File: src/rtl/pnr_trigger_sequencer.sv
// Trigger sequencer for the PNR comparator bank: clear pulse, delayed sampling gate, holdoff.
// Optional missed-edge counter is built when PNR_SEQ_MISSED_CNT_EN is defined.
module pnr_trigger_sequencer #(
  parameter int unsigned DLY_W = 16,
  parameter int unsigned CNT_W = 32
) (
  input  logic             ADC_CLK,
  input  logic             rst_i,
  input  logic             ext_trig_i,
  input  logic             en_i,
  input  logic             single_i,
  input  logic             arm_i,
  input  logic [DLY_W-1:0] delay_cycles_i,
  input  logic [DLY_W-1:0] window_cycles_i,
  input  logic [DLY_W-1:0] holdoff_cycles_i,
  input  logic             cnt_clr_i,
  output logic             pnr_clr_o,
  output logic             pnr_gate_o,
  output logic             busy_o,
  output logic             armed_o,
  output logic [CNT_W-1:0] trig_count_o,
  output logic [CNT_W-1:0] missed_count_o
);

  typedef enum logic [1:0] {StIdle, StDelay, StWindow, StHoldoff} state_e;

  state_e           state_q, state_d;
  logic [DLY_W-1:0] cnt_q, cnt_d;
  logic [DLY_W-1:0] win_q, win_d;
  logic [DLY_W-1:0] hold_q, hold_d;
  logic [DLY_W-1:0] hold_ld;
  logic [2:0]       sync_q;
  logic             edge_q;
  logic             arm_q, arm_d;
  logic             clr_q, clr_d;
  logic             gate_q, gate_d;
  logic             armed;
  logic             accept;
  logic             done;
  logic [CNT_W-1:0] trig_q;

  // sync_q[1:0] is the two-flop synchroniser; sync_q[2] is the edge-detect history.
  always_ff @(posedge ADC_CLK or posedge rst_i) begin
    if (rst_i) begin
      sync_q <= '0;
      edge_q <= 1'b0;
    end else begin
      sync_q <= {sync_q[1:0], ext_trig_i};
      edge_q <= sync_q[1] & ~sync_q[2];
    end
  end

  assign armed   = en_i & (~single_i | arm_q);
  assign accept  = (state_q == StIdle) & edge_q & armed;
  assign hold_ld = (hold_q == '0) ? '0 : hold_q - DLY_W'(1);

  // State register
  always_ff @(posedge ADC_CLK or posedge rst_i) begin
    if (rst_i) begin
      state_q <= StIdle;
      cnt_q   <= '0;
      win_q   <= '0;
      hold_q  <= '0;
      arm_q   <= 1'b0;
      clr_q   <= 1'b0;
      gate_q  <= 1'b0;
    end else begin
      state_q <= state_d;
      cnt_q   <= cnt_d;
      win_q   <= win_d;
      hold_q  <= hold_d;
      arm_q   <= arm_d;
      clr_q   <= clr_d;
      gate_q  <= gate_d;
    end
  end

  // Next state; the counter is loaded with (cycles - 1) so zero means "last cycle here".
  always_comb begin
    state_d = state_q;
    cnt_d   = cnt_q;
    win_d   = win_q;
    hold_d  = hold_q;
    done    = 1'b0;
    if (!en_i) begin
      state_d = StIdle;
    end else begin
      case (state_q)
        StIdle: begin
          if (accept) begin
            state_d = StDelay;
            cnt_d   = (delay_cycles_i == '0) ? '0 : delay_cycles_i - DLY_W'(1);
            win_d   = window_cycles_i;
            hold_d  = holdoff_cycles_i;
          end
        end
        StDelay: begin
          if (cnt_q == '0) begin
            if (win_q == '0) begin
              state_d = StHoldoff;
              cnt_d   = hold_ld;
            end else begin
              state_d = StWindow;
              cnt_d   = win_q - DLY_W'(1);
            end
          end else begin
            cnt_d = cnt_q - DLY_W'(1);
          end
        end
        StWindow: begin
          if (cnt_q == '0) begin
            state_d = StHoldoff;
            cnt_d   = hold_ld;
          end else begin
            cnt_d = cnt_q - DLY_W'(1);
          end
        end
        StHoldoff: begin
          if (cnt_q == '0) begin
            state_d = StIdle;
            done    = 1'b1;
          end else begin
            cnt_d = cnt_q - DLY_W'(1);
          end
        end
        default: state_d = StIdle;
      endcase
    end
  end

  // Outputs (registered next cycle)
  always_comb begin
    clr_d  = accept;
    gate_d = (state_d == StWindow);
    arm_d  = arm_q;
    if (!en_i) begin
      arm_d = 1'b0;
    end else if (arm_i) begin
      arm_d = 1'b1;
    end else if (done && single_i) begin
      arm_d = 1'b0;
    end
  end

  always_ff @(posedge ADC_CLK or posedge rst_i) begin
    if (rst_i) begin
      trig_q <= '0;
    end else if (cnt_clr_i) begin
      trig_q <= '0;
    end else if (accept && (trig_q != '1)) begin
      trig_q <= trig_q + CNT_W'(1);
    end
  end

`ifdef PNR_SEQ_MISSED_CNT_EN
  logic [CNT_W-1:0] miss_q;

  always_ff @(posedge ADC_CLK or posedge rst_i) begin
    if (rst_i) begin
      miss_q <= '0;
    end else if (cnt_clr_i) begin
      miss_q <= '0;
    end else if (edge_q && (state_q != StIdle) && (miss_q != '1)) begin
      miss_q <= miss_q + CNT_W'(1);
    end
  end

  assign missed_count_o = miss_q;
`else
  assign missed_count_o = '0;
`endif

  assign pnr_clr_o    = clr_q;
  assign pnr_gate_o   = gate_q;
  assign busy_o       = (state_q != StIdle);
  assign armed_o      = armed;
  assign trig_count_o = trig_q;

endmodule

File: config.mk
export PLATFORM = sky130hd
export DESIGN_NAME = pnr_trigger_sequencer
export DESIGN_NICKNAME = d
export VERILOG_FILES = /design/src/rtl/pnr_trigger_sequencer.sv
export SDC_FILE = /design/constraint.sdc
export NUM_CORES = 1
export LEC_CHECK = 0
export BUFFER_PORTS_ARGS = -buffer_cell sky130_fd_sc_hd__buf_2
export CAP_MARGIN = 30
export CORE_MARGIN = 2
export CORE_UTILIZATION = 56
export DETAILED_ROUTE_END_ITERATION = 8
export MAX_ROUTING_LAYER = met4
export PLACE_DENSITY_LB_ADDON = 0.08
export SLEW_MARGIN = 20
export SYNTH_ARGS = -nofsm -noshare
export SYNTH_HDL_FRONTEND = slang
export SYNTH_SLANG_ARGS = --single-unit
File: constraint.sdc
create_clock -name ADC_CLK -period 3.3 [get_ports ADC_CLK]
set_input_delay 0.165 -clock ADC_CLK [delete_from_list [all_inputs] [get_ports ADC_CLK]]
set_output_delay 0.165 -clock ADC_CLK [all_outputs]
set_load 0.005 [all_outputs]
Word-level counts from Yosys, hierarchy flattened --
Cells that the tools add are included.
Operators by class: bitwise gates (word level) 7, $add $sub $neg 5, eq/ne operators 8, muxes and demuxes 23, reductions and logical operators 11
Operator list (number):
- 2-to-1 mux 16 bit | 7
- logical NOT 16 bit | 4
- 2-to-1 mux 32 bit | 2
- case mux 16 bit (4 select lines) | 1
- subtractor 16 x 1 -> 16 bit (second input constant) | 4
- adder 32 x 1 -> 32 bit (second input constant) | 1
- inequality test 32 bit (second input constant) | 1
- 2-to-1 mux 2 bit | 5
- case mux 2 bit (4 select lines) | 1
- 2-to-1 mux 1 bit | 7
- equality test 2 bit (second input constant) | 3
- AND reduction 3 bit | 2
- bitwise AND 1 bit | 4
- inequality test 2 bit (second input constant) | 2
- nonzero test 2 bit | 2
- inequality test 3 x 1 -> 1 bit (second input constant) | 1
- equality test 2 x 1 -> 1 bit (second input constant) | 1
- logical AND 1 bit | 2
- logical NOT 2 bit | 1
- NOT 1 bit | 2
- bitwise OR 1 bit | 1
Storage, ports and cells: register bits after elaboration 89, output and inout port bits 68, word-level logic and storage cells 64

Depth between registers and ports, before layout --
Gate-level depths: netlist of run 1.
depth in word-level cells 8, mapped depth 10

Worst setup path before layout of run 1 --
Ideal clock, no wire load.
kind register to register, from register cnt_q[0], to register cnt_q[3], buffers on the path 1, arrival 2535 ps, cell stages (with the launch flop) 10, path slack 639 ps, clock period less this slack 2661 ps, library setup time 126 ps, path through dfrtp_1 inv_1 ha_1 or4b_4 or4_1 buf_6 nor2_4 a21oi_1 a211o_1 a221o_1
On the way: longest elaborated chain between the ends 3
Ends and longest elaborated chain:
- from (decl) | RTL line 28 | logic [DLY_W-1:0] cnt_q, cnt_d;
- from (signal assigned) | RTL line 69 | cnt_q <= cnt_d;
- subtractor 16 x 1 -> 16 bit or logical NOT 16 bit (tied branches)
- 2-to-1 mux 16 bit (tied with other cells) | RTL line 119 | if (cnt_q == '0) begin
- case mux 16 bit (4 select lines) or AND reduction 3 bit (tied branches)
Several ways; a longest one is shown, not always the timed one. The select of a mux whose other input is x is not followed. A chain may end at the register's enable or synchronous reset.

Worst setup path after layout of run 1 --
Ends and elaborated chain as after synthesis.

==> flow_metrics.env, run 1 <==
export IMPL_status="complete, no violations"
export IMPL_synth_area_leaders="dfrtp_1 (39%), nand2_1 (8.4%), xor2_1 (5.3%), buf_4 (4.3%), xnor2_1 (3.5%)"
export IMPL_antenna_left=0
export IMPL_crit_slowest_cell="or4_1"
export IMPL_use_met3=0.0377
export IMPL_track_usage=0.289
export IMPL_drv_cap=0
export IMPL_wl_per_cell_um=16.3
export IMPL_power_frac_comb=0.277
export IMPL_area_growth_pct=14.0
export IMPL_setup_viol=0
export IMPL_critPathMaxStageDelay_ns=0.79
export IMPL_arrival_ns=3.26
export IMPL_rsz0062_at_grt="false"
export IMPL_irDropWorstVdd_v=0.000217
export IMPL_yosysTopAreaCell="dfrtp_1"
export IMPL_portBuffers=90
export IMPL_final_seq_area_um2=2230
export IMPL_p_int_uw=1900
export IMPL_grt_pass1_vias=5126
export IMPL_cp_cell_sequence="inv_1 > ha_1 > or4b_4 > or4_1 > nor2_4 > a21oi_1 > a211o_1 > a221o_1"
export IMPL_yosys_area_top_type_share=0.386
export IMPL_synth_edf_count=0
export IMPL_synthArstFlopShare=1.00
export IMPL_slew_viol_final=0
export IMPL_floorplan_initialDensity=0.569
export IMPL_cp_buffers_inverters=1
export IMPL_power_total_uw=2970
export IMPL_power_frac_clock=0.225
export IMPL_switchingPower_uw=1060
export IMPL_cts_resized=0
export IMPL_cts_inserted_buffers=9
export IMPL_hp_class="input port to flop"
export IMPL_synth_cells=685
export IMPL_ys_flop_type="dfrtp_1"
export IMPL_clkTransAtPathRegs_ns=0.08
export IMPL_fin_nets=846
export IMPL_ys_warn_count=0
export IMPL_cellLeakagePower_uw=0.00305
export IMPL_met1_usage=0.372
export IMPL_path_max_fanout=10
export IMPL_hold_violations=0
export IMPL_sw_frac_of_total=0.358
export IMPL_crit_path_start_kind="flop"
export IMPL_post_dp_hpwl_mm=10.9
export IMPL_grt_pass1_wl_mm=25.1
export IMPL_crit_path_end_kind="flop"
export IMPL_tritoncts="done"
export IMPL_core_area_um2=10100
export IMPL_multiInputGateArea_um2=3220
export IMPL_netlist_area_um2=5770
export IMPL_r2r_start="cnt_q[0]"
export IMPL_ys_types=73
export IMPL_critical_path_class="flop to flop"
export IMPL_use_met2=0.459
export IMPL_gp_congestion=0.958
export IMPL_crit_start="cnt_q[0]"
export IMPL_cts_htree_levels=3
export IMPL_routed_via_count=5432
export IMPL_clockRootBuffer="clkbuf_8"
export IMPL_worst_slew_pin_slew_ns=0.798
export IMPL_routed_wl_mm=15.1
export IMPL_grt_max_degree=65
export IMPL_period_needed_ns=3.01
export IMPL_drt_initial_drc_count=403
export IMPL_overflow=0
export IMPL_rows=37
export IMPL_drc=0
export IMPL_crit_family="simple AND/OR/NAND/NOR gates"
export IMPL_slew_headroom=0.467
export IMPL_die_w_um=105
export IMPL_synth_seq_area_share=0.386
export IMPL_crit_required_ns=3.55
export IMPL_period_share=0.913
export IMPL_routed_via_density=5.87
export IMPL_diodes=0
export IMPL_ys_seq_elements=89
export IMPL_clk_latency_ns=0.36
export IMPL_fin_tns_setup_ns=0
export IMPL_fmax_mhz=332
export IMPL_drive_gt1_frac=0.163
export IMPL_grt_busiest_layer="met2"
export IMPL_min_from="window_cycles_i[1]"
export IMPL_clock_sinks=89
export IMPL_die_y_um=105
export IMPL_pin_count=123
export IMPL_fill_cells=901
export IMPL_antenna_found_initial=0
export IMPL_syn_area_per_cell_um2=8.42
export IMPL_power_frac_seq=0.498
export IMPL_drt_first_pass_iters=5
export IMPL_power_density_nw_per_um2=451
export IMPL_dieArea_um2=11100
export IMPL_finClkSkew_ns=0.00819
export IMPL_cts_path_max_buffers=2
## Yosys cell counts, types with 5 or more instances
cell / number
clkbuf_1: 21
and3_1: 11
nor2b_1: 9
nand3_1: 19
ha_1: 5
a221o_1: 5
o21ai_0: 26
dfrtp_1: 89
o221ai_1: 8
nand4_1: 20
and4_1: 5
o31ai_1: 9
nor3b_1: 6
or4_1: 10
nor3_1: 25
a21o_1: 6
xor2_1: 35
xnor2_1: 23
nor4_1: 16
nand2_1: 129
or3_1: 17
inv_1: 16
nor2_1: 50
a21oi_1: 17
buf_4: 33
## logic make-up after synthesis
family | count (synthesis) | share of synthesized area
buffers and inverters | 79 | 0.0762
AND/OR/NAND/NOR | 338 | 0.293
XOR/XNOR | 58 | 0.0881
other | 1 | 0.000650
multiplexers | 3 | 0.00542
adder cells (fa/ha/maj) | 5 | 0.0108
flip-flops | 89 | 0.386
AO/OA/AOI/OAI | 112 | 0.140
## power groups by stage
stage / Sequential (µW) / Clock [µW] / Combinational, µW
6_report: 1480 / 669 / 821
5_1_grt: 1500 / 725 / 919
4_1_cts: 1470 / 683 / 814
3_5_place_dp: 1490 / 0 / 792
3_3_place_gp: 1480 / 0 / 772
2_1_floorplan: 1430 / 0 / 622
## layer usage
layer	up-vias	share of wire
met5	-	0
met4	0	0.028
met3	30	0.064
met2	214	0.48
met1	2595	0.42
li1	2593	-
## registers in the layout (all words and copies together) (netlist names)
| name | cells |
|---|---|
| trig_count_o | 32 |
| hold_q | 16 |
| sync_q | 3 |
| state_q | 2 |
| arm_q | 1 |
| edge_q | 1 |
| win_q | 16 |
| cnt_q | 16 |
| pnr_gate_o | 1 |
| pnr_clr_o | 1 |
## stage by stage
| step | setup slack, ns | hold WS (ns) | area [µm²] | util | std cells |
|---|---|---|---|---|---|
| 6_report | 0.287 | 0.00730 | 6570 | 0.648 | 926 |
| 5_1_grt | 0.153 | 0.0123 | 6570 | 0.648 | 926 |
| 4_1_cts | 0.311 | 0.00141 | 6570 | 0.648 | 926 |
| 2_1_floorplan | 0.639 | 0.196 | 5880 | - | 716 |
| 3_3_place_gp | 0.373 | 0.275 | 6220 | 0.613 | 892 |
| 3_5_place_dp | 0.331 | 0.274 | 6220 | 0.613 | 892 |
## layout by cell type, fill, tap and decap left out, types with 4 or more instances in the layout
| master | netlist | routed |
|---|---|---|
| a21o_1 | 6 | 6 |
| a21oi_1 | 17 | 17 |
| a221o_1 | 5 | 5 |
| and2_1 | 4 | 4 |
| and3_1 | 11 | 11 |
| and4_1 | 5 | 5 |
| buf_2 | 3 | 90 |
| buf_4 | 33 | 11 |
| clkbuf_8 | 0 | 10 |
| conb_1 | 1 | 32 |
| dfrtp_1 | 89 | 89 |
| dlygate4sd3_1 | 0 | 19 |
| ha_1 | 5 | 5 |
| inv_1 | 16 | 15 |
| nand2_1 | 129 | 129 |
| nand2b_1 | 4 | 4 |
| nand3_1 | 19 | 19 |
| nand4_1 | 20 | 20 |
| nor2_1 | 50 | 50 |
| nor2b_1 | 9 | 9 |
| nor3_1 | 25 | 25 |
| nor3b_1 | 6 | 6 |
| nor4_1 | 16 | 16 |
| o211ai_1 | 4 | 4 |
| o21ai_0 | 26 | 26 |
| o221ai_1 | 8 | 8 |
| o31ai_1 | 9 | 9 |
| or3_1 | 17 | 17 |
| or4_1 | 10 | 10 |
| xnor2_1 | 23 | 23 |
| xor2_1 | 35 | 35 |
## path summary, 6_finish.rpt
check                                   endpoint  slack [ns]  cells after the start
worst max-delay path                    cnt_q[3]        0.29                      8
worst min-delay path                    win_q[1]       0.007                      3
worst max register to register          cnt_q[3]        0.29                      8
worst min register to register         sync_q[1]        0.38                      0
max in group asynchronous              hold_q[0]        2.19                      4
min in group asynchronous       trig_count_o[23]        0.45                      3
## worst register-to-register path: stages, from the launching register on
cell and delay, ns:
dfrtp_1 0.42, inv_1 0.08, ha_1 0.19, or4b_4 0.52, or4_1 0.80, nor2_4 0.25
a21oi_1 0.06, a211o_1 0.27, a221o_1 0.32
## area by class of cell
| cell class | instances | share of cell area |
|---|---|---|
| clock buffer | 13 | 0.0226 |
| clock inverter | 2 | 0.00228 |
| inverter | 18 | 0.0110 |
| multi-input combinational | 548 | 0.489 |
| sequential | 89 | 0.339 |
| tap | 136 | 0.0259 |
| timing repair buffer | 120 | 0.110 |
## what timing repair did
item                                   4_1_cts  5_1_grt
endpoints found under the hold margin       80        0
setup buffers                                0        0
hold buffers                                19        0
No activity file was read; power rests on OpenSTA's default activity.
==> inputs of run 2 (changes only) <==
--- a/config.mk
+++ b/config.mk
@@ -8,7 +8,7 @@
 export BUFFER_PORTS_ARGS = -buffer_cell sky130_fd_sc_hd__buf_2
 export CAP_MARGIN = 30
 export CORE_MARGIN = 2
-export CORE_UTILIZATION = 56
+export CORE_UTILIZATION = 35
 export DETAILED_ROUTE_END_ITERATION = 8
 export MAX_ROUTING_LAYER = met4
 export PLACE_DENSITY_LB_ADDON = 0.08
==> constraint.sdc (replaced) <==
create_clock -name ADC_CLK -period 2.7 [get_ports ADC_CLK]
set_input_delay 0.135 -clock ADC_CLK [delete_from_list [all_inputs] [get_ports ADC_CLK]]
set_output_delay 0.135 -clock ADC_CLK [all_outputs]
set_load 0.005 [all_outputs]
==> run 2 against run 1 <==
Compared with the run above:
- cell count rose by 15%
- global-route usage decreased by 8.1 points
- flip-flop and latch count stayed put
- largest cell class unchanged
==> flow_metrics.env, run 2 (synthesized netlist as in run 1, its figures left out) <==
export IMPL_track_usage=0.208
export IMPL_fin_nets=905
export IMPL_crit_slowest_cell="or4_4"
export IMPL_routed_via_count=5548
export IMPL_final_seq_area_um2=2230
export IMPL_routed_wl_mm=17.5
export IMPL_slew_viol_final=0
export IMPL_largest_register_ffs=32
export IMPL_gp_congestion=0.915
export IMPL_hp_class="input port to flop"
export IMPL_grt_pass1_wl_mm=28.3
export IMPL_core_area_um2=16000
export IMPL_drt_initial_drc_count=279
export IMPL_hold_violations=0
export IMPL_switchingPower_uw=1500
export IMPL_critPathMaxStageDelay_ns=0.55
export IMPL_crit_family="simple AND/OR/NAND/NOR gates"
export IMPL_setup_viol=0
export IMPL_final_common_cell="nand2_1"
export IMPL_irDropWorstVdd_v=0.000310
export IMPL_status="complete, no violations"
export IMPL_area_growth_pct=27.4
export IMPL_rows=46
export IMPL_crit_required_ns=2.92
export IMPL_diodes=0
export IMPL_drive_gt1_frac=0.226
export IMPL_dp_cells=1016
export IMPL_hold_path_endpoint="win_q[6]"
export IMPL_cp_cell_sequence="or4_4 > or4_4 > or4_4 > mux2i_1 > a211oi_1 > buf_4 > o221ai_1"
export IMPL_instances_no_fill=1066
export IMPL_rrSetupSlack_ns=0.09
export IMPL_power_frac_seq=0.396
export IMPL_overflow=0
export IMPL_tritoncts="done"
export IMPL_fmax_mhz=383
export IMPL_routed_via_density=5.20
export IMPL_drv_cap=0
export IMPL_floorplan_initialDensity=0.360
export IMPL_power_frac_comb=0.310
export IMPL_antenna_left=0
export IMPL_r2r_start="win_q[5]"
export IMPL_fin_tns_setup_ns=0
export IMPL_cts_path_max_buffers=2
export IMPL_dieArea_um2=17500
export IMPL_cpMostUsedCell="or4_4"
export IMPL_clk_latency_ns=0.35
export IMPL_slew_headroom=0.474
export IMPL_critical_path_class="flop to flop"
export IMPL_crit_path_start_kind="flop"
export IMPL_power_frac_clock=0.294
export IMPL_drc=0
export IMPL_hold_depth=3
export IMPL_cp_buffers_inverters=1
export IMPL_fill_cells=1705
export IMPL_die_w_um=132
export IMPL_sw_frac_of_total=0.340
export IMPL_portBuffers=90
export IMPL_reg2reg_depth=7
export IMPL_antenna_found_initial=0
export IMPL_layout_common_cells="nand2_1 (129), buf_2 (90), dfrtp_1 (89), buf_4 (56), nor2_1 (50)"
export IMPL_grt_max_degree=50
export IMPL_period_share=0.968
export IMPL_period_needed_ns=2.61
export IMPL_finClkSkew_ns=0.00918
export IMPL_clkTransAtPathRegs_ns=0.07
export IMPL_path_max_fanout=2
export IMPL_p_int_uw=2920
export IMPL_crit_start="win_q[5]"
export IMPL_pin_count=123
export IMPL_grt_pass1_vias=5408
export IMPL_cts_htree_levels=3
export IMPL_cts_inserted_buffers=9
export IMPL_die_y_um=132
export IMPL_min_from="window_cycles_i[6]"
export IMPL_arrival_ns=2.83
export IMPL_clockRootBuffer="clkbuf_16"
export IMPL_r2r_end="cnt_q[15]"
export IMPL_drt_first_pass_iters=5
export IMPL_worst_slew_pin_slew_ns=0.789
export IMPL_power_density_nw_per_um2=601
export IMPL_post_dp_hpwl_mm=12.9
export IMPL_clock_sinks=89
export IMPL_cellLeakagePower_uw=0.00341
export IMPL_multiInputGateArea_um2=3280
export IMPL_crit_path_end_kind="flop"
export IMPL_wl_per_cell_um=16.4
## run 2: changes by cell type in the layout (fill, tap and decap cells not counted), moves of 4 or more
| cell | delta |
|---|---|
| buf_4 | +45 |
| clkbuf_16 | +9 |
| clkbuf_8 | -9 |
| dlygate4sd3_1 | +11 |
| inv_1 | -4 |
| inv_2 | +4 |
## run 2: cell type report
type / count / share of cell area
clock buffers: 12 / 0.0336
clock inverters: 4 / 0.00698
inverters: 18 / 0.00937
multi-input cells: 549 / 0.446
flip-flops and latches: 89 / 0.303
well taps: 216 / 0.0368
repair buffers: 178 / 0.164
## run 2: power groups by stage
stage	sequential [µW]	combinational, µW	clock [µW]
after floorplan	1740	760	0
after global placement	1760	1240	0
after detailed placement	1760	1240	0
after CTS	1740	1290	1340
after global routing	1790	1500	1410
final	1750	1370	1300
## run 2: per-layer routing
| metal | GRT usage | wire length [µm] | vias up |
|---|---|---|---|
| met1 | 0.263 | 7820 | 2673 |
| met3 | 0.0346 | 794 | 23 |
| met4 | 0.0675 | 373 | 0 |
| met5 | - | 0 | - |
| met2 | 0.341 | 8530 | 153 |
| li1 | - | - | 2699 |
## run 2: worst max-delay path by stage
stage,endpoint,slack [ns],cells after the start
2_1_floorplan,cnt_q[3],0.04,9
3_3_place_gp,cnt_q[8],0.01,9
3_5_place_dp,cnt_q[6],-0.02,9
4_1_cts,cnt_q[15],0.006,7
5_1_grt,cnt_q[3],-0.02,8
6_report,cnt_q[15],0.09,7
## run 2: metrics by stage
stage	utilization	hold slack (ns)	area [µm²]	setup WS [ns]	total power, µW
2_1_floorplan	-	0.166	5880	0.0388	2500
3_3_place_gp	0.416	0.246	6660	0.0132	3000
3_5_place_dp	0.416	0.244	6660	-0.0162	3010
4_1_cts	0.454	0.00111	7270	0.00634	4370
5_1_grt	0.459	0.0138	7340	-0.0201	4700
6_report	0.459	0.00669	7340	0.0869	4420
## run 2: worst register-to-register path: cells and delay by family (launching register included)
kind / cells / cell delay, ns
buffers and inverters: 1 / 0.17
AND/OR/NAND/NOR: 3 / 1.48
multiplexers: 1 / 0.14
AO/OA/AOI/OAI: 2 / 0.32
flip-flops: 1 / 0.38
## run 2: repair_timing
item                       in CTS  in global routing
pin swaps                       1                  5
hold endpoints to repair       69                  0
hold buffers                   30                  0
cloned                          0                  1
setup endpoints to repair       8                 16
resized for setup               3                 15
buffers inserted                1                  3
